--- src/rtl/t05_hdec_pkg.sv ---
// Shared types for the Huffman decoder: FSM states, h_element field layout and child extractors.
package t05_hdec_pkg;

  typedef enum logic [2:0] {
    IDLE    = 3'd0,
    FETCH   = 3'd1,
    GET_BIT = 3'd2,
    EMIT    = 3'd3,
    DONE    = 3'd4,
    ERROR   = 3'd5
  } state_e;

  localparam int H_W         = 71;
  localparam int MAXIDX_MSB  = 70;
  localparam int LEFT_MSB    = 63;
  localparam int RIGHT_MSB   = 54;
  localparam int CHILD_W     = 9;
  localparam int CHILD_VAL_W = 8;
  localparam int SUM_W       = 46;

  // Child descriptor: is_int=1 -> val is a node index, is_int=0 -> val is a char.
  typedef struct packed {
    logic                   is_int;
    logic [CHILD_VAL_W-1:0] val;
  } child_t;

  function automatic child_t left_child(input logic [H_W-1:0] h);
    return child_t'(h[LEFT_MSB -: CHILD_W]);
  endfunction

  function automatic child_t right_child(input logic [H_W-1:0] h);
    return child_t'(h[RIGHT_MSB -: CHILD_W]);
  endfunction

endpackage

--- src/rtl/t05_huffman_decoder.sv ---
// Huffman tree walker: one input bit per tree edge, emits decoded chars over a ready/valid sink.
// Optional T05_HDEC_DEPTH_CHECK_EN adds a path-depth limit that flags cyclic/corrupt trees.
module t05_huffman_decoder
  import t05_hdec_pkg::*;
#(
  parameter int IDX_W     = 7,
  parameter int CHAR_W    = 8,
  parameter int CNT_W     = 16,
  parameter int MAX_DEPTH = 127
) (
  input  logic              clk,
  input  logic              nrst,
  input  logic              start,
  input  logic [IDX_W-1:0]  max_index,
  input  logic [CNT_W-1:0]  num_chars,
  output logic              node_req,
  output logic [IDX_W-1:0]  node_index,
  input  logic              node_valid,
  input  logic [H_W-1:0]    h_element,
  input  logic              bit_valid,
  input  logic              bit_in,
  output logic              bit_ready,
  output logic              char_valid,
  output logic [CHAR_W-1:0] char_out,
  input  logic              char_ready,
  output logic              done,
  output logic              err
);

  state_e            state_q, state_d;
  logic [IDX_W-1:0]  root_q, root_d;
  logic [IDX_W-1:0]  cur_q, cur_d;
  logic [CNT_W-1:0]  num_q, num_d;
  logic [CNT_W-1:0]  cnt_q, cnt_d;
  logic [CHAR_W-1:0] char_q, char_d;
  child_t            left_q, left_d;
  child_t            right_q, right_d;
  child_t            sel;
  logic              unused_fields;

`ifdef T05_HDEC_DEPTH_CHECK_EN
  localparam int DEPTH_W = $clog2(MAX_DEPTH + 2);
  logic [DEPTH_W-1:0] depth_q, depth_d;
`else
  localparam int unused_max_depth = MAX_DEPTH;
`endif

  // Only the child fields steer the walk; max_idx and sum are carried for the encoder side.
  assign unused_fields = ^{h_element[MAXIDX_MSB:LEFT_MSB+1], h_element[SUM_W-1:0]};

  always_comb begin
    state_d = state_q;
    root_d  = root_q;
    cur_d   = cur_q;
    num_d   = num_q;
    cnt_d   = cnt_q;
    char_d  = char_q;
    left_d  = left_q;
    right_d = right_q;
    sel     = bit_in ? right_q : left_q;
`ifdef T05_HDEC_DEPTH_CHECK_EN
    depth_d = depth_q;
`endif

    case (state_q)
      IDLE, DONE, ERROR: begin
        if (start) begin
          root_d  = max_index;
          cur_d   = max_index;
          num_d   = num_chars;
          cnt_d   = '0;
          state_d = (num_chars == '0) ? DONE : FETCH;
`ifdef T05_HDEC_DEPTH_CHECK_EN
          depth_d = '0;
`endif
        end
      end
      FETCH: begin
        if (node_valid) begin
          left_d  = left_child(h_element);
          right_d = right_child(h_element);
          state_d = GET_BIT;
        end
      end
      GET_BIT: begin
        if (bit_valid) begin
`ifdef T05_HDEC_DEPTH_CHECK_EN
          depth_d = depth_q + 1'b1;
          if (int'(depth_q) >= MAX_DEPTH) begin
            state_d = ERROR;
          end else
`endif
          if (sel.is_int) begin
            if (sel.val > CHILD_VAL_W'(root_q)) begin
              state_d = ERROR;
            end else begin
              cur_d   = IDX_W'(sel.val);
              state_d = FETCH;
            end
          end else begin
            char_d  = CHAR_W'(sel.val);
            state_d = EMIT;
          end
        end
      end
      EMIT: begin
        if (char_ready) begin
          cnt_d = cnt_q + 1'b1;
          if (cnt_d == num_q) begin
            state_d = DONE;
          end else begin
            cur_d   = root_q;
            state_d = FETCH;
`ifdef T05_HDEC_DEPTH_CHECK_EN
            depth_d = '0;
`endif
          end
        end
      end
      default: state_d = IDLE;
    endcase
  end

  always_ff @(posedge clk or negedge nrst) begin
    if (!nrst) begin
      state_q <= IDLE;
      root_q  <= '0;
      cur_q   <= '0;
      num_q   <= '0;
      cnt_q   <= '0;
      char_q  <= '0;
`ifdef T05_HDEC_DEPTH_CHECK_EN
      depth_q <= '0;
`endif
    end else begin
      state_q <= state_d;
      root_q  <= root_d;
      cur_q   <= cur_d;
      num_q   <= num_d;
      cnt_q   <= cnt_d;
      char_q  <= char_d;
`ifdef T05_HDEC_DEPTH_CHECK_EN
      depth_q <= depth_d;
`endif
    end
  end

  // Node child registers are pure data; they are always written before GET_BIT reads them.
  always_ff @(posedge clk) begin
    left_q  <= left_d;
    right_q <= right_d;
  end

  assign node_req   = (state_q == FETCH);
  assign node_index = cur_q;
  assign bit_ready  = (state_q == GET_BIT);
  assign char_valid = (state_q == EMIT);
  assign char_out   = char_q;
  assign done       = (state_q == DONE);
  assign err        = (state_q == ERROR);

endmodule

--- config.mk ---
export PLATFORM = sky130hd
export DESIGN_NAME = t05_huffman_decoder
export DESIGN_NICKNAME = d
export VERILOG_FILES = /design/src/rtl/t05_hdec_pkg.sv /design/src/rtl/t05_huffman_decoder.sv
export SDC_FILE = /design/constraint.sdc
export NUM_CORES = 1
export LEC_CHECK = 0
export CELL_PAD_IN_SITES_DETAIL_PLACEMENT = 1
export CELL_PAD_IN_SITES_GLOBAL_PLACEMENT = 2
export CORE_UTILIZATION = 26
export CTS_BUF_LIST = sky130_fd_sc_hd__clkbuf_16
export DETAILED_ROUTE_END_ITERATION = 10
export HOLD_SLACK_MARGIN = 0.05
export PLACE_DENSITY = 0.81
export SLEW_MARGIN = 20
export SYNTH_ARGS = -nofsm -noshare
export SYNTH_HDL_FRONTEND = slang
export SYNTH_SLANG_ARGS = --single-unit
--- constraint.sdc ---
create_clock -name clk -period 2.6 [get_ports clk]
set_input_delay 0.26 -clock clk [delete_from_list [all_inputs] [get_ports clk]]
set_output_delay 0.26 -clock clk [all_outputs]
set_load 0.01 [all_outputs]
==> results of run 1 <==
## metrics by stage
step                area [µm²]  instances  utilization
finish                    5920        735        0.385
global route              5920        735        0.385
global placement          5420        712        0.353
detailed placement        5420        712        0.353
CTS                       5850        732        0.381
floorplan                 4190        405            -
## power groups by stage
stage               Clock, mW  Sequential (mW)  Combinational, mW
finish                   1.35             1.93               2.67
global route             1.43             1.99               2.92
CTS                      1.39             1.94               2.66
detailed placement          0             1.94               2.51
global placement            0             1.93               2.41
floorplan                   0             1.91               1.43
## per-layer routing
metal,vias up,GRT usage
met1,1800,0.200
li1,1718,-
met3,14,0.0275
met5,-,0
met2,53,0.283
met4,0,0.0630
## area by class of cell
type                            count  share of cell area
Clock buffer                        9              0.0380
Clock inverter                      7              0.0158
Inverter                           20              0.0127
Multi-Input combinational cell    286               0.366
Sequential cell                    75               0.332
Tap cell                          211              0.0446
Timing Repair Buffer              127               0.191
## cell usage after synthesis (4+ instances only)
cell / instances
sky130_fd_sc_hd__nor3_1: 10
sky130_fd_sc_hd__a31oi_1: 4
sky130_fd_sc_hd__nor4_1: 6
sky130_fd_sc_hd__ha_1: 8
sky130_fd_sc_hd__xnor2_1: 13
sky130_fd_sc_hd__clkbuf_1: 14
sky130_fd_sc_hd__o21ai_0: 53
sky130_fd_sc_hd__nand3_1: 7
sky130_fd_sc_hd__nor2_1: 19
sky130_fd_sc_hd__nor3b_1: 5
sky130_fd_sc_hd__buf_2: 6
sky130_fd_sc_hd__o31ai_1: 8
sky130_fd_sc_hd__inv_1: 20
sky130_fd_sc_hd__a21o_1: 4
sky130_fd_sc_hd__edfxtp_1: 18
sky130_fd_sc_hd__a21oi_1: 14
sky130_fd_sc_hd__dfrtp_1: 57
sky130_fd_sc_hd__mux2i_1: 9
sky130_fd_sc_hd__mux2_2: 25
sky130_fd_sc_hd__nand2_1: 39
sky130_fd_sc_hd__nand4_1: 8
## cells by family after synthesis
kind of cell	share of synthesized area
AO/OA/AOI/OAI	0.172
XOR/XNOR	0.0297
adder cells (fa/ha/maj)	0.0242
buffers and inverters	0.0442
flip-flops	0.476
multiplexers	0.0968
AND/OR/NAND/NOR	0.157
## repair_timing
| item | CTS | global route |
|---|---|---|
| hold buffers | 0 | 0 |
| setup endpoints to repair | 7 | 9 |
| resized for setup | 13 | 6 |
| setup buffers | 4 | 3 |
| pin swaps | 3 | 3 |
## layout by cell type, fill, tap and decap left out, types with 4 or more instances in the layout
cell type / synthesis / final
sky130_fd_sc_hd__a21o_1: 4 / 4
sky130_fd_sc_hd__a21oi_1: 14 / 14
sky130_fd_sc_hd__a31oi_1: 4 / 4
sky130_fd_sc_hd__buf_4: 2 / 58
sky130_fd_sc_hd__clkbuf_16: 0 / 9
sky130_fd_sc_hd__clkdlybuf4s50_1: 0 / 65
sky130_fd_sc_hd__dfrtp_1: 57 / 57
sky130_fd_sc_hd__edfxtp_1: 18 / 18
sky130_fd_sc_hd__ha_4: 0 / 4
sky130_fd_sc_hd__inv_1: 20 / 21
sky130_fd_sc_hd__mux2_2: 25 / 19
sky130_fd_sc_hd__mux2_4: 1 / 7
sky130_fd_sc_hd__mux2i_1: 9 / 4
sky130_fd_sc_hd__mux2i_2: 1 / 6
sky130_fd_sc_hd__nand2_1: 39 / 39
sky130_fd_sc_hd__nand3_1: 7 / 6
sky130_fd_sc_hd__nand4_1: 8 / 8
sky130_fd_sc_hd__nor2_1: 19 / 18
sky130_fd_sc_hd__nor3_1: 10 / 9
sky130_fd_sc_hd__nor3b_1: 5 / 4
sky130_fd_sc_hd__nor4_1: 6 / 4
sky130_fd_sc_hd__o21ai_0: 53 / 53
sky130_fd_sc_hd__o31ai_1: 8 / 7
sky130_fd_sc_hd__xnor2_1: 13 / 13
## registers in the layout, summed over array words and instances, names as in the netlist
signal and cells:
char_out 8, cnt_q 16, left_q 9, node_index 7
num_q 16, right_q 9, root_q 7, state_q 3
## worst min-delay path by stage
stage / endpoint / depth (start not counted) / startpoint / slack (ns)
after floorplan: char_out[0]$_DFFE_PN0P_ / 0 / nrst / -0.04
after global placement: cnt_q[1]$_DFFE_PN0P_ / 2 / nrst / 0.46
after detailed placement: cnt_q[1]$_DFFE_PN0P_ / 2 / nrst / 0.49
after CTS: node_index[3]$_DFFE_PN0P_ / 2 / nrst / 0.12
after global routing: cnt_q[1]$_DFFE_PN0P_ / 2 / nrst / 0.15
final: cnt_q[1]$_DFFE_PN0P_ / 2 / nrst / 0.08
## worst max-delay path, delay by kind of cell, from the launching register on
family                   cells  cell delay, ns
flip-flops                   1            0.38
multiplexers                 1            0.29
AND/OR/NAND/NOR              3            0.82
AO/OA/AOI/OAI                2            0.44
XOR/XNOR                     1            0.16
adder cells (fa/ha/maj)      1            0.29
buffers and inverters        1            0.17
==> flow_results.xml, run 1 <==
<?xml version="1.0" encoding="UTF-8"?>
<metrics>
  <group name="worst_setup_path">
    <metric name="worst-r2r-cell-count" unit="">9</metric>
    <metric name="worstSetupStartpointType" unit="">register</metric>
    <metric name="endpoint" unit="">node_index[0]$_DFFE_PN0P_</metric>
    <metric name="critical_path_required" unit="ns">2.82</metric>
    <metric name="timing.setup.critical_path_class" unit="">reg2reg</metric>
    <metric name="timing.critical_path.cells" unit="">ha_2, xor2_1, a311oi_1, nand4b_1, nor4_4, and2b_1, a41oi_4, buf_12, mux2_4</metric>
    <metric name="timing.critical_path.from" unit="">cnt_q[0]$_DFFE_PN0P_</metric>
    <metric name="timing.critical_path.fanout_max" unit="">7</metric>
    <metric name="crit-reg2reg-capture" unit="">node_index[0]$_DFFE_PN0P_</metric>
    <metric name="slowest_delay" unit="ns">0.38</metric>
    <metric name="worstReg2RegStart" unit="">cnt_q[0]$_DFFE_PN0P_</metric>
    <metric name="r2r_slack" unit="ns">-0.07</metric>
    <metric name="critPathSlowestCell" unit="">sky130_fd_sc_hd__dfrtp_1</metric>
    <metric name="crit_arrival" unit="ns">2.89</metric>
    <metric name="worst_setup_path_end_kind" unit="">register</metric>
  </group>
  <group name="timing">
    <metric name="setup_viol_count_final" unit="">7</metric>
    <metric name="post-route-min-period" unit="ns">2.67</metric>
    <metric name="worst_slack" unit="ns">-0.0685</metric>
    <metric name="post-route-period-util" unit="">1.03</metric>
    <metric name="grt_setup_unrepaired" unit="">true</metric>
    <metric name="slew_headroom" unit="">0.471</metric>
    <metric name="hold-worst-slack" unit="ns">0.0799</metric>
    <metric name="slew_viol_final" unit="">0</metric>
    <metric name="final-hold-violation-count" unit="">0</metric>
    <metric name="timing_worst_slew_pin_value" unit="ns">0.793</metric>
    <metric name="clock-skew-final" unit="ns">0.0116</metric>
    <metric name="totalNegativeSetupSlack" unit="ns">-0.439</metric>
    <metric name="fmax" unit="GHz">0.375</metric>
  </group>
  <group name="cts">
    <metric name="ctsHtreeMaxLevel" unit="">3</metric>
    <metric name="cts_tree" unit="">done</metric>
    <metric name="clk_latency" unit="ns">0.35</metric>
    <metric name="cts_max_path_buffers" unit="">2</metric>
    <metric name="worst_setup_hold_path_clk_slew" unit="ns">0.06</metric>
    <metric name="tritoncts_buffer_count" unit="">9</metric>
    <metric name="cts_sinks" unit="">75</metric>
    <metric name="ctsRootBufferMaster" unit="">sky130_fd_sc_hd__clkbuf_16</metric>
  </group>
  <group name="layout">
    <metric name="multiInputGateArea" unit="µm²">2160</metric>
    <metric name="num-fill-cells" unit="">1704</metric>
    <metric name="area.sequential" unit="µm²">1970</metric>
    <metric name="diodes" unit="">0</metric>
    <metric name="drive_above_1_share" unit="">0.256</metric>
    <metric name="final_net_count" unit="">628</metric>
    <metric name="post_synthesis_to_final_layout_area_growth" unit="%">43.2</metric>
  </group>
  <group name="synthesis">
    <metric name="synth_seq_cells" unit="">75</metric>
    <metric name="synth_area_per_cell" unit="µm²">10.2</metric>
    <metric name="yosysTopAreaCell" unit="">sky130_fd_sc_hd__dfrtp_1</metric>
    <metric name="yosysWarnings" unit="">0</metric>
    <metric name="synth_cell_type_count" unit="">63</metric>
    <metric name="synth_cells" unit="">405</metric>
    <metric name="count_of_flip_flops_with_a_built_in_enable_after_synthesis" unit="">18</metric>
    <metric name="synth.cell_area" unit="µm²">4140</metric>
    <metric name="synthFlopType" unit="">sky130_fd_sc_hd__dfrtp_1</metric>
    <metric name="synth_nets" unit="">514</metric>
    <metric name="synth_area_leaders" unit="">sky130_fd_sc_hd__dfrtp_1 34%, sky130_fd_sc_hd__edfxtp_1 13%, sky130_fd_sc_hd__mux2_2 6.8%</metric>
    <metric name="async_flop_share" unit="">0.760</metric>
    <metric name="yosysTopAreaCellShare" unit="">0.345</metric>
    <metric name="synth-seq-area-share" unit="">0.476</metric>
  </group>
  <group name="drt">
    <metric name="detail_route.wirelength" unit="µm">12400</metric>
    <metric name="met1Wirelength" unit="µm">5440</metric>
    <metric name="met2_length" unit="µm">6340</metric>
    <metric name="vias" unit="">3585</metric>
    <metric name="dr.first_iter.drc_count" unit="">134</metric>
    <metric name="post-route-drc-count" unit="">0</metric>
    <metric name="antenna_left" unit="">0</metric>
    <metric name="highest_metal_layer_with_signal_wires" unit="">met4</metric>
    <metric name="wl_per_cell" unit="µm">16.9</metric>
    <metric name="firstDrtPassIters" unit="">4</metric>
    <metric name="drt-vias-per-instance" unit="">4.88</metric>
    <metric name="met3WireLength" unit="µm">377</metric>
  </group>
  <group name="die">
    <metric name="top_level_ports" unit="">121</metric>
    <metric name="die_area" unit="µm²">16400</metric>
    <metric name="die_span_y" unit="µm">128</metric>
    <metric name="die_w" unit="µm">128</metric>
    <metric name="floorplan.initialDensity" unit="">0.269</metric>
    <metric name="core_region_area" unit="µm²">15400</metric>
    <metric name="floorplan.rows" unit="">45</metric>
  </group>
  <group name="global_route">
    <metric name="grt.overflow.total" unit="">0</metric>
    <metric name="largest_net_degree_at_the_start_of_global_routing" unit="">58</metric>
    <metric name="gr-usage-all-layers" unit="">0.162</metric>
    <metric name="grt_pass1_vias" unit="">3968</metric>
    <metric name="antenna_found_initial" unit="">0</metric>
    <metric name="grt_pass1_wl" unit="µm">20600</metric>
  </group>
  <group name="pwr">
    <metric name="vdd_drop_max" unit="mV">0.371</metric>
    <metric name="seq_power_share" unit="">0.324</metric>
    <metric name="comb_power_share" unit="">0.449</metric>
    <metric name="p_sw" unit="mW">2.10</metric>
    <metric name="p_clk_frac" unit="">0.227</metric>
    <metric name="cellInternalPower" unit="mW">3.86</metric>
    <metric name="power.static_leakage" unit="nW">2.38</metric>
    <metric name="fin_total_pwr" unit="mW">5.96</metric>
    <metric name="power_density" unit="nW/µm²">1010</metric>
    <metric name="power.share.switching" unit="">0.352</metric>
  </group>
  <group name="hold_path">
    <metric name="hold_path_class" unit="">in2async</metric>
  </group>
  <group name="placement">
    <metric name="numPortBuffers" unit="">67</metric>
    <metric name="finalWeightedCongestion" unit="">0.851</metric>
    <metric name="detailedPlacementHpwl" unit="µm">9110</metric>
    <metric name="detailedPlace.worstSlack" unit="ns">-0.744</metric>
  </group>
  <group name="run_status">
    <metric name="run_status" unit="">complete, but fails checks</metric>
    <metric name="failed_checks" unit="">negative setup slack</metric>
  </group>
  <group name="job">
    <metric name="max-cap-violations" unit="">0</metric>
  </group>
</metrics>
No activity file was read; power rests on OpenSTA's default activity.
==> inputs of run 2 (changes only) <==
==> constraint.sdc (replaced) <==
create_clock -name clk -period 2.6 [get_ports clk]
set_input_delay 0.65 -clock clk [delete_from_list [all_inputs] [get_ports clk]]
set_output_delay 0.65 -clock clk [all_outputs]
set_load 0.01 [all_outputs]
==> run 2 against run 1 <==
The run still ends with negative setup slack left. Worst hold slack improved by 0.21 ns. Register-to-register slack hardly changed. Non-clock buffer count grew 7. Critical path type is now in2reg. Utilization rose by 0.98 points. Via count hardly changed. Sequential power hardly changed.
==> flow_results.xml, run 2 (synthesis gave the netlist of run 1 again) <==
<?xml version="1.0" encoding="UTF-8"?>
<metrics>
  <group name="run_status">
    <metric name="run_status" unit="">complete, but fails checks</metric>
    <metric name="failed_checks" unit="">negative setup slack</metric>
  </group>
  <group name="drt">
    <metric name="drt-vias-per-instance" unit="">4.83</metric>
    <metric name="detail_route.wirelength" unit="µm">12600</metric>
    <metric name="vias" unit="">3587</metric>
    <metric name="dr.first_iter.drc_count" unit="">135</metric>
    <metric name="post-route-drc-count" unit="">0</metric>
    <metric name="firstDrtPassIters" unit="">4</metric>
    <metric name="antenna_left" unit="">0</metric>
    <metric name="wl_per_cell" unit="µm">16.9</metric>
  </group>
  <group name="global_route">
    <metric name="gr-usage-all-layers" unit="">0.167</metric>
    <metric name="largest_net_degree_at_the_start_of_global_routing" unit="">38</metric>
    <metric name="grt.overflow.total" unit="">0</metric>
    <metric name="grt_pass1_wl" unit="µm">20800</metric>
    <metric name="antenna_found_initial" unit="">0</metric>
    <metric name="grt_pass1_vias" unit="">4066</metric>
  </group>
  <group name="cts">
    <metric name="ctsRootBufferMaster" unit="">sky130_fd_sc_hd__clkbuf_16</metric>
    <metric name="tritoncts_buffer_count" unit="">9</metric>
    <metric name="cts.hold.buffers_added" unit="">0</metric>
    <metric name="cts_tree" unit="">done</metric>
    <metric name="cts_sinks" unit="">75</metric>
    <metric name="ctsHtreeMaxLevel" unit="">3</metric>
    <metric name="worst_setup_hold_path_clk_slew" unit="ns">0.06</metric>
    <metric name="cts_max_path_buffers" unit="">2</metric>
    <metric name="clk_latency" unit="ns">0.35</metric>
  </group>
  <group name="layout">
    <metric name="diodes" unit="">0</metric>
    <metric name="num-fill-cells" unit="">1683</metric>
    <metric name="final_net_count" unit="">635</metric>
    <metric name="post_synthesis_to_final_layout_area_growth" unit="%">46.8</metric>
    <metric name="final-instance-count-excl-fill" unit="">742</metric>
    <metric name="layout_common_cells" unit="">65 x sky130_fd_sc_hd__clkdlybuf4s50_1, 64 x sky130_fd_sc_hd__buf_4, 57 x sky130_fd_sc_hd__dfrtp_1</metric>
    <metric name="drive_above_1_share" unit="">0.267</metric>
    <metric name="biggestRegsByFlops" unit="">cnt_q (16), num_q (16)</metric>
    <metric name="mostFrequentLayoutCell" unit="">sky130_fd_sc_hd__clkdlybuf4s50_1</metric>
  </group>
  <group name="worst_setup_path">
    <metric name="worst_setup_path_end_kind" unit="">register</metric>
    <metric name="critical_path_required" unit="ns">2.84</metric>
    <metric name="slowest_delay" unit="ns">0.29</metric>
    <metric name="worst-r2r-cell-count" unit="">9</metric>
    <metric name="timing.critical_path.fanout_max" unit="">8</metric>
    <metric name="r2r_slack" unit="ns">-0.06</metric>
    <metric name="worstReg2RegStart" unit="">cnt_q[0]$_DFFE_PN0P_</metric>
    <metric name="crit-reg2reg-capture" unit="">node_index[5]$_DFFE_PN0P_</metric>
    <metric name="critPathSlowestCell" unit="">sky130_fd_sc_hd__mux2_4</metric>
    <metric name="timing.critical_path.cells" unit="">buf_12, mux2i_4, inv_2, ha_4, and4_1, o21a_1, a2111oi_4, o21a_1, o311ai_4, a41oi_4, buf_12, mux2_4</metric>
    <metric name="timing.setup.critical_path_class" unit="">in2reg</metric>
    <metric name="worstSetupStartpointType" unit="">input port</metric>
    <metric name="crit_arrival" unit="ns">2.96</metric>
  </group>
  <group name="die">
    <metric name="die_span_y" unit="µm">128</metric>
    <metric name="floorplan.initialDensity" unit="">0.269</metric>
    <metric name="die_area" unit="µm²">16400</metric>
    <metric name="floorplan.rows" unit="">45</metric>
    <metric name="top_level_ports" unit="">121</metric>
    <metric name="die_w" unit="µm">128</metric>
    <metric name="core_region_area" unit="µm²">15400</metric>
  </group>
  <group name="pwr">
    <metric name="vdd_drop_max" unit="mV">0.620</metric>
    <metric name="power_density" unit="nW/µm²">1010</metric>
    <metric name="fin_total_pwr" unit="mW">6.12</metric>
    <metric name="power.static_leakage" unit="nW">2.44</metric>
  </group>
  <group name="timing">
    <metric name="worst_slack" unit="ns">-0.121</metric>
    <metric name="slew_headroom" unit="">0.542</metric>
    <metric name="post-route-min-period" unit="ns">2.72</metric>
    <metric name="slew_viol_final" unit="">0</metric>
    <metric name="timing_worst_slew_pin_value" unit="ns">0.687</metric>
    <metric name="setup_viol_count_final" unit="">7</metric>
    <metric name="clock-skew-final" unit="ns">0.00518</metric>
    <metric name="fmax" unit="GHz">0.367</metric>
    <metric name="grt_setup_unrepaired" unit="">true</metric>
    <metric name="final-hold-violation-count" unit="">0</metric>
    <metric name="post-route-period-util" unit="">1.05</metric>
  </group>
  <group name="job">
    <metric name="max-cap-violations" unit="">0</metric>
  </group>
  <group name="placement">
    <metric name="numPortBuffers" unit="">67</metric>
    <metric name="detailedPlacementHpwl" unit="µm">9350</metric>
    <metric name="finalWeightedCongestion" unit="">0.871</metric>
    <metric name="detailedPlace.worstSlack" unit="ns">-1.10</metric>
    <metric name="placed_cells" unit="">715</metric>
  </group>
  <group name="hold_path">
    <metric name="hold_path_class" unit="">in2async</metric>
  </group>
</metrics>
==> run 2: timing repair <==
action,4_1_cts,5_1_grt
gates resized for setup,17,10
pin swaps,7,2
setup buffers,11,1
setup endpoints to repair,9,9
==> run 2: worst max-delay path by stage <==
stage	start	to	slack [ns]	depth (start not counted)
2_1_floorplan	bit_in	node_index[0]$_DFFE_PN0P_	-0.42	11
3_3_place_gp	bit_in	node_index[5]$_DFFE_PN0P_	-1.02	13
3_5_place_dp	bit_in	node_index[1]$_DFFE_PN0P_	-1.10	13
4_1_cts	bit_in	node_index[5]$_DFFE_PN0P_	-0.21	13
5_1_grt	bit_in	node_index[1]$_DFFE_PN0P_	-0.21	12
6_report	bit_in	node_index[5]$_DFFE_PN0P_	-0.12	12
==> run 2: per-stage QoR <==
step | util | hold WS, ns | instance area, µm² | TNS, ns
2_1_floorplan | - | 0.354 | 4220 | -2.96
3_3_place_gp | 0.358 | 0.493 | 5510 | -7.65
3_5_place_dp | 0.358 | 0.497 | 5510 | -8.45
4_1_cts | 0.391 | 0.296 | 6020 | -1.42
5_1_grt | 0.395 | 0.324 | 6070 | -1.41
6_report | 0.395 | 0.285 | 6070 | -0.822
==> run 2: worst max-delay path, delay by kind of cell <==
kind | cells | cell delay (ns)
multiplexers | 2 | 0.55
buffers and inverters | 3 | 0.34
AO/OA/AOI/OAI | 5 | 0.97
adder cells (fa/ha/maj) | 1 | 0.21
AND/OR/NAND/NOR | 1 | 0.22
==> run 2: final cells by class <==
type | instances | area, µm² | share of cell area
Clock inverter | 7 | 110 | 0.0181
Multi-Input combinational cell | 286 | 2210 | 0.365
Clock buffer | 9 | 225 | 0.0371
Inverter | 20 | 75.1 | 0.0124
Sequential cell | 75 | 1970 | 0.324
Tap cell | 211 | 264 | 0.0435
Timing Repair Buffer | 134 | 1220 | 0.200
==> run 2: power breakdown <==
group          internal [mW]  switching (mW)
clock                  0.928           0.499
combinational           1.46            1.30
sequential              1.62           0.309
==> run 2: routing by layer <==
layer / vias to the layer above / part of all wire / GRT usage / wire (µm)
met2: 61 / 0.53 / 0.298 / 6630
met5: - / 0 / 0 / 0
met4: 0 / 0.019 / 0.0678 / 240
met3: 18 / 0.034 / 0.0396 / 423
li1: 1731 / - / - / -
met1: 1777 / 0.42 / 0.192 / 5280
==> inputs of run 3 (changes only) <==
==> constraint.sdc (replaced) <==
create_clock -name clk -period 2.6 [get_ports clk]
set_input_delay 0.52 -clock clk [delete_from_list [all_inputs] [get_ports clk]]
set_output_delay 0.52 -clock clk [all_outputs]
set_load 0.01 [all_outputs]
==> run 3 against run 2 <==
Utilization decreased by 0.97 points. The flow still finishes with violations (negative setup slack). First-iteration DRC count rose by 36%. Via count is 0.33% lower. Worst hold slack got worse by 0.12 ns.
==> flow_results.xml, run 3 (synthesis gave the netlist of run 1 again) <==
<?xml version="1.0" encoding="UTF-8"?>
<metrics>
  <group name="drt">
    <metric name="wl_per_cell" unit="µm">16.9</metric>
    <metric name="firstDrtPassIters" unit="">4</metric>
    <metric name="vias" unit="">3575</metric>
    <metric name="drt-vias-per-instance" unit="">4.89</metric>
    <metric name="post-route-drc-count" unit="">0</metric>
    <metric name="antenna_left" unit="">0</metric>
    <metric name="dr.first_iter.drc_count" unit="">183</metric>
    <metric name="detail_route.wirelength" unit="µm">12300</metric>
  </group>
  <group name="worst_setup_path">
    <metric name="critPathSlowestCell" unit="">sky130_fd_sc_hd__dfrtp_1</metric>
    <metric name="timing.critical_path.fanout_max" unit="">11</metric>
    <metric name="r2r_slack" unit="ns">-0.03</metric>
    <metric name="worst_setup_path_end_kind" unit="">register</metric>
    <metric name="critical_path_required" unit="ns">2.83</metric>
    <metric name="worstSetupStartpointType" unit="">register</metric>
    <metric name="slowest_delay" unit="ns">0.37</metric>
    <metric name="timing.setup.critical_path_class" unit="">reg2reg</metric>
    <metric name="crit_arrival" unit="ns">2.86</metric>
    <metric name="timing.critical_path.cells" unit="">ha_2, nand3_1, buf_4, mux2_2, a21o_1, a32oi_2, and2b_1, a41oi_4, buf_12, mux2_4</metric>
  </group>
  <group name="layout">
    <metric name="stdcell_area" unit="µm²">5920</metric>
    <metric name="layout_common_cells" unit="">65 x sky130_fd_sc_hd__clkdlybuf4s50_1, 57 x sky130_fd_sc_hd__dfrtp_1, 53 x sky130_fd_sc_hd__o21ai_0, 53 x sky130_fd_sc_hd__buf_4, 39 x sky130_fd_sc_hd__nand2_1</metric>
    <metric name="mostFrequentLayoutCell" unit="">sky130_fd_sc_hd__clkdlybuf4s50_1</metric>
    <metric name="final_net_count" unit="">624</metric>
    <metric name="final-instance-count-excl-fill" unit="">731</metric>
    <metric name="post_synthesis_to_final_layout_area_growth" unit="%">43.2</metric>
    <metric name="final_util" unit="">0.385</metric>
    <metric name="num-fill-cells" unit="">1694</metric>
    <metric name="biggestRegsByFlops" unit="">cnt_q (16), num_q (16)</metric>
    <metric name="diodes" unit="">0</metric>
    <metric name="drive_above_1_share" unit="">0.262</metric>
  </group>
  <group name="timing">
    <metric name="grt_setup_unrepaired" unit="">true</metric>
    <metric name="timing_worst_slew_pin_value" unit="ns">0.685</metric>
    <metric name="post-route-min-period" unit="ns">2.63</metric>
    <metric name="clock-skew-final" unit="ns">0.0111</metric>
    <metric name="fmax" unit="GHz">0.380</metric>
    <metric name="final-hold-violation-count" unit="">0</metric>
    <metric name="setup_viol_count_final" unit="">7</metric>
    <metric name="slew_headroom" unit="">0.543</metric>
    <metric name="worst_slack" unit="ns">-0.0349</metric>
    <metric name="slew_viol_final" unit="">0</metric>
    <metric name="post-route-period-util" unit="">1.01</metric>
    <metric name="hold-worst-slack" unit="ns">0.162</metric>
  </group>
  <group name="cts">
    <metric name="cts_sinks" unit="">75</metric>
    <metric name="cts_max_path_buffers" unit="">2</metric>
    <metric name="clk_latency" unit="ns">0.35</metric>
    <metric name="cts_tree" unit="">done</metric>
    <metric name="tritoncts_buffer_count" unit="">9</metric>
    <metric name="ctsHtreeMaxLevel" unit="">3</metric>
    <metric name="ctsRootBufferMaster" unit="">sky130_fd_sc_hd__clkbuf_16</metric>
    <metric name="worst_setup_hold_path_clk_slew" unit="ns">0.06</metric>
  </group>
  <group name="run_status">
    <metric name="failed_checks" unit="">negative setup slack</metric>
    <metric name="run_status" unit="">complete, but fails checks</metric>
  </group>
  <group name="placement">
    <metric name="numPortBuffers" unit="">67</metric>
    <metric name="finalWeightedCongestion" unit="">0.889</metric>
    <metric name="place_area" unit="µm²">5470</metric>
    <metric name="detailedPlacementHpwl" unit="µm">9160</metric>
    <metric name="placed_cells" unit="">710</metric>
  </group>
  <group name="global_route">
    <metric name="grt_pass1_wl" unit="µm">20300</metric>
    <metric name="grt.overflow.total" unit="">0</metric>
    <metric name="grt_pass1_vias" unit="">3960</metric>
    <metric name="largest_net_degree_at_the_start_of_global_routing" unit="">38</metric>
    <metric name="gr-usage-all-layers" unit="">0.162</metric>
    <metric name="antenna_found_initial" unit="">0</metric>
  </group>
  <group name="job">
    <metric name="max-cap-violations" unit="">0</metric>
  </group>
  <group name="pwr">
    <metric name="seq_power_share" unit="">0.332</metric>
    <metric name="p_sw" unit="mW">2.11</metric>
    <metric name="cellInternalPower" unit="mW">3.70</metric>
    <metric name="power.share.switching" unit="">0.364</metric>
    <metric name="power.static_leakage" unit="nW">2.35</metric>
    <metric name="vdd_drop_max" unit="mV">0.434</metric>
    <metric name="power_density" unit="nW/µm²">981</metric>
    <metric name="comb_power_share" unit="">0.474</metric>
    <metric name="p_clk_frac" unit="">0.194</metric>
  </group>
  <group name="die">
    <metric name="floorplan.initialDensity" unit="">0.269</metric>
    <metric name="core_region_area" unit="µm²">15400</metric>
    <metric name="die_span_y" unit="µm">128</metric>
    <metric name="die_w" unit="µm">128</metric>
    <metric name="die_area" unit="µm²">16400</metric>
    <metric name="top_level_ports" unit="">121</metric>
    <metric name="floorplan.rows" unit="">45</metric>
  </group>
  <group name="hold_path">
    <metric name="hold_path_class" unit="">in2async</metric>
  </group>
</metrics>
run 3: layout make-up:
| cell class | count | area [µm²] | share of cell area |
|---|---|---|---|
| Inverter | 20 | 75.1 | 0.0127 |
| Clock inverter | 7 | 37.5 | 0.00634 |
| Sequential cell | 75 | 1970 | 0.332 |
| Multi-Input combinational cell | 286 | 2220 | 0.376 |
| Clock buffer | 9 | 225 | 0.0380 |
| Timing Repair Buffer | 123 | 1130 | 0.191 |
| Tap cell | 211 | 264 | 0.0446 |
run 3: worst paths after layout:
kind	end	cells past startpoint	start
worst min register to register	cnt_q[15]$_DFFE_PN0P_	1	cnt_q[15]$_DFFE_PN0P_
max in group asynchronous	cnt_q[6]$_DFFE_PN0P_	2	nrst
worst max register to register	node_index[5]$_DFFE_PN0P_	10	cnt_q[1]$_DFFE_PN0P_
worst min-delay path	cnt_q[0]$_DFFE_PN0P_	1	nrst
min in group clk	cnt_q[15]$_DFFE_PN0P_	1	cnt_q[15]$_DFFE_PN0P_
worst max-delay path	node_index[5]$_DFFE_PN0P_	10	cnt_q[1]$_DFFE_PN0P_
run 3: timing repair:
action,4_1_cts,5_1_grt
buffers inserted,5,1
setup endpoints to repair,8,7
pin swaps,4,6
endpoints found under the hold margin,0,0
gates resized for setup,16,16
hold buffers,0,0
run 3: worst max-delay path: cells and delay by family (launching register included):
| family | cells | cell delay [ns] |
|---|---|---|
| multiplexers | 2 | 0.56 |
| flip-flops | 1 | 0.37 |
| AO/OA/AOI/OAI | 3 | 0.65 |
| AND/OR/NAND/NOR | 2 | 0.33 |
| buffers and inverters | 2 | 0.36 |
| adder cells (fa/ha/maj) | 1 | 0.24 |
run 3: per-layer routing:
| metal | vias to the layer above | share of wire | routed length [µm] | global-route usage |
|---|---|---|---|---|
| li1 | 1714 | - | - | - |
| met1 | 1768 | 0.43 | 5310 | 0.189 |
| met2 | 73 | 0.51 | 6310 | 0.286 |
| met3 | 20 | 0.038 | 468 | 0.0380 |
| met4 | 0 | 0.021 | 255 | 0.0664 |
| met5 | - | 0 | 0 | 0 |
run 3: per-stage QoR:
| stage | power [mW] | worst slack (ns) | TNS [ns] |
|---|---|---|---|
| 2_1_floorplan | 3.40 | -0.292 | -2.05 |
| 3_3_place_gp | 4.41 | -0.881 | -6.57 |
| 3_5_place_dp | 4.51 | -1.00 | -7.46 |
| 4_1_cts | 5.77 | -0.0855 | -0.571 |
| 5_1_grt | 6.19 | -0.170 | -1.15 |
| 6_report | 5.81 | -0.0349 | -0.221 |
run 3: power by group through the flow:
stage          Sequential [mW]  Clock, mW  Combinational, mW
6_report                  1.93       1.13               2.75
5_1_grt                   1.99       1.20               3.00
4_1_cts                   1.93       1.17               2.67
2_1_floorplan             1.91          0               1.49
3_3_place_gp              1.92          0               2.48
3_5_place_dp              1.94          0               2.57
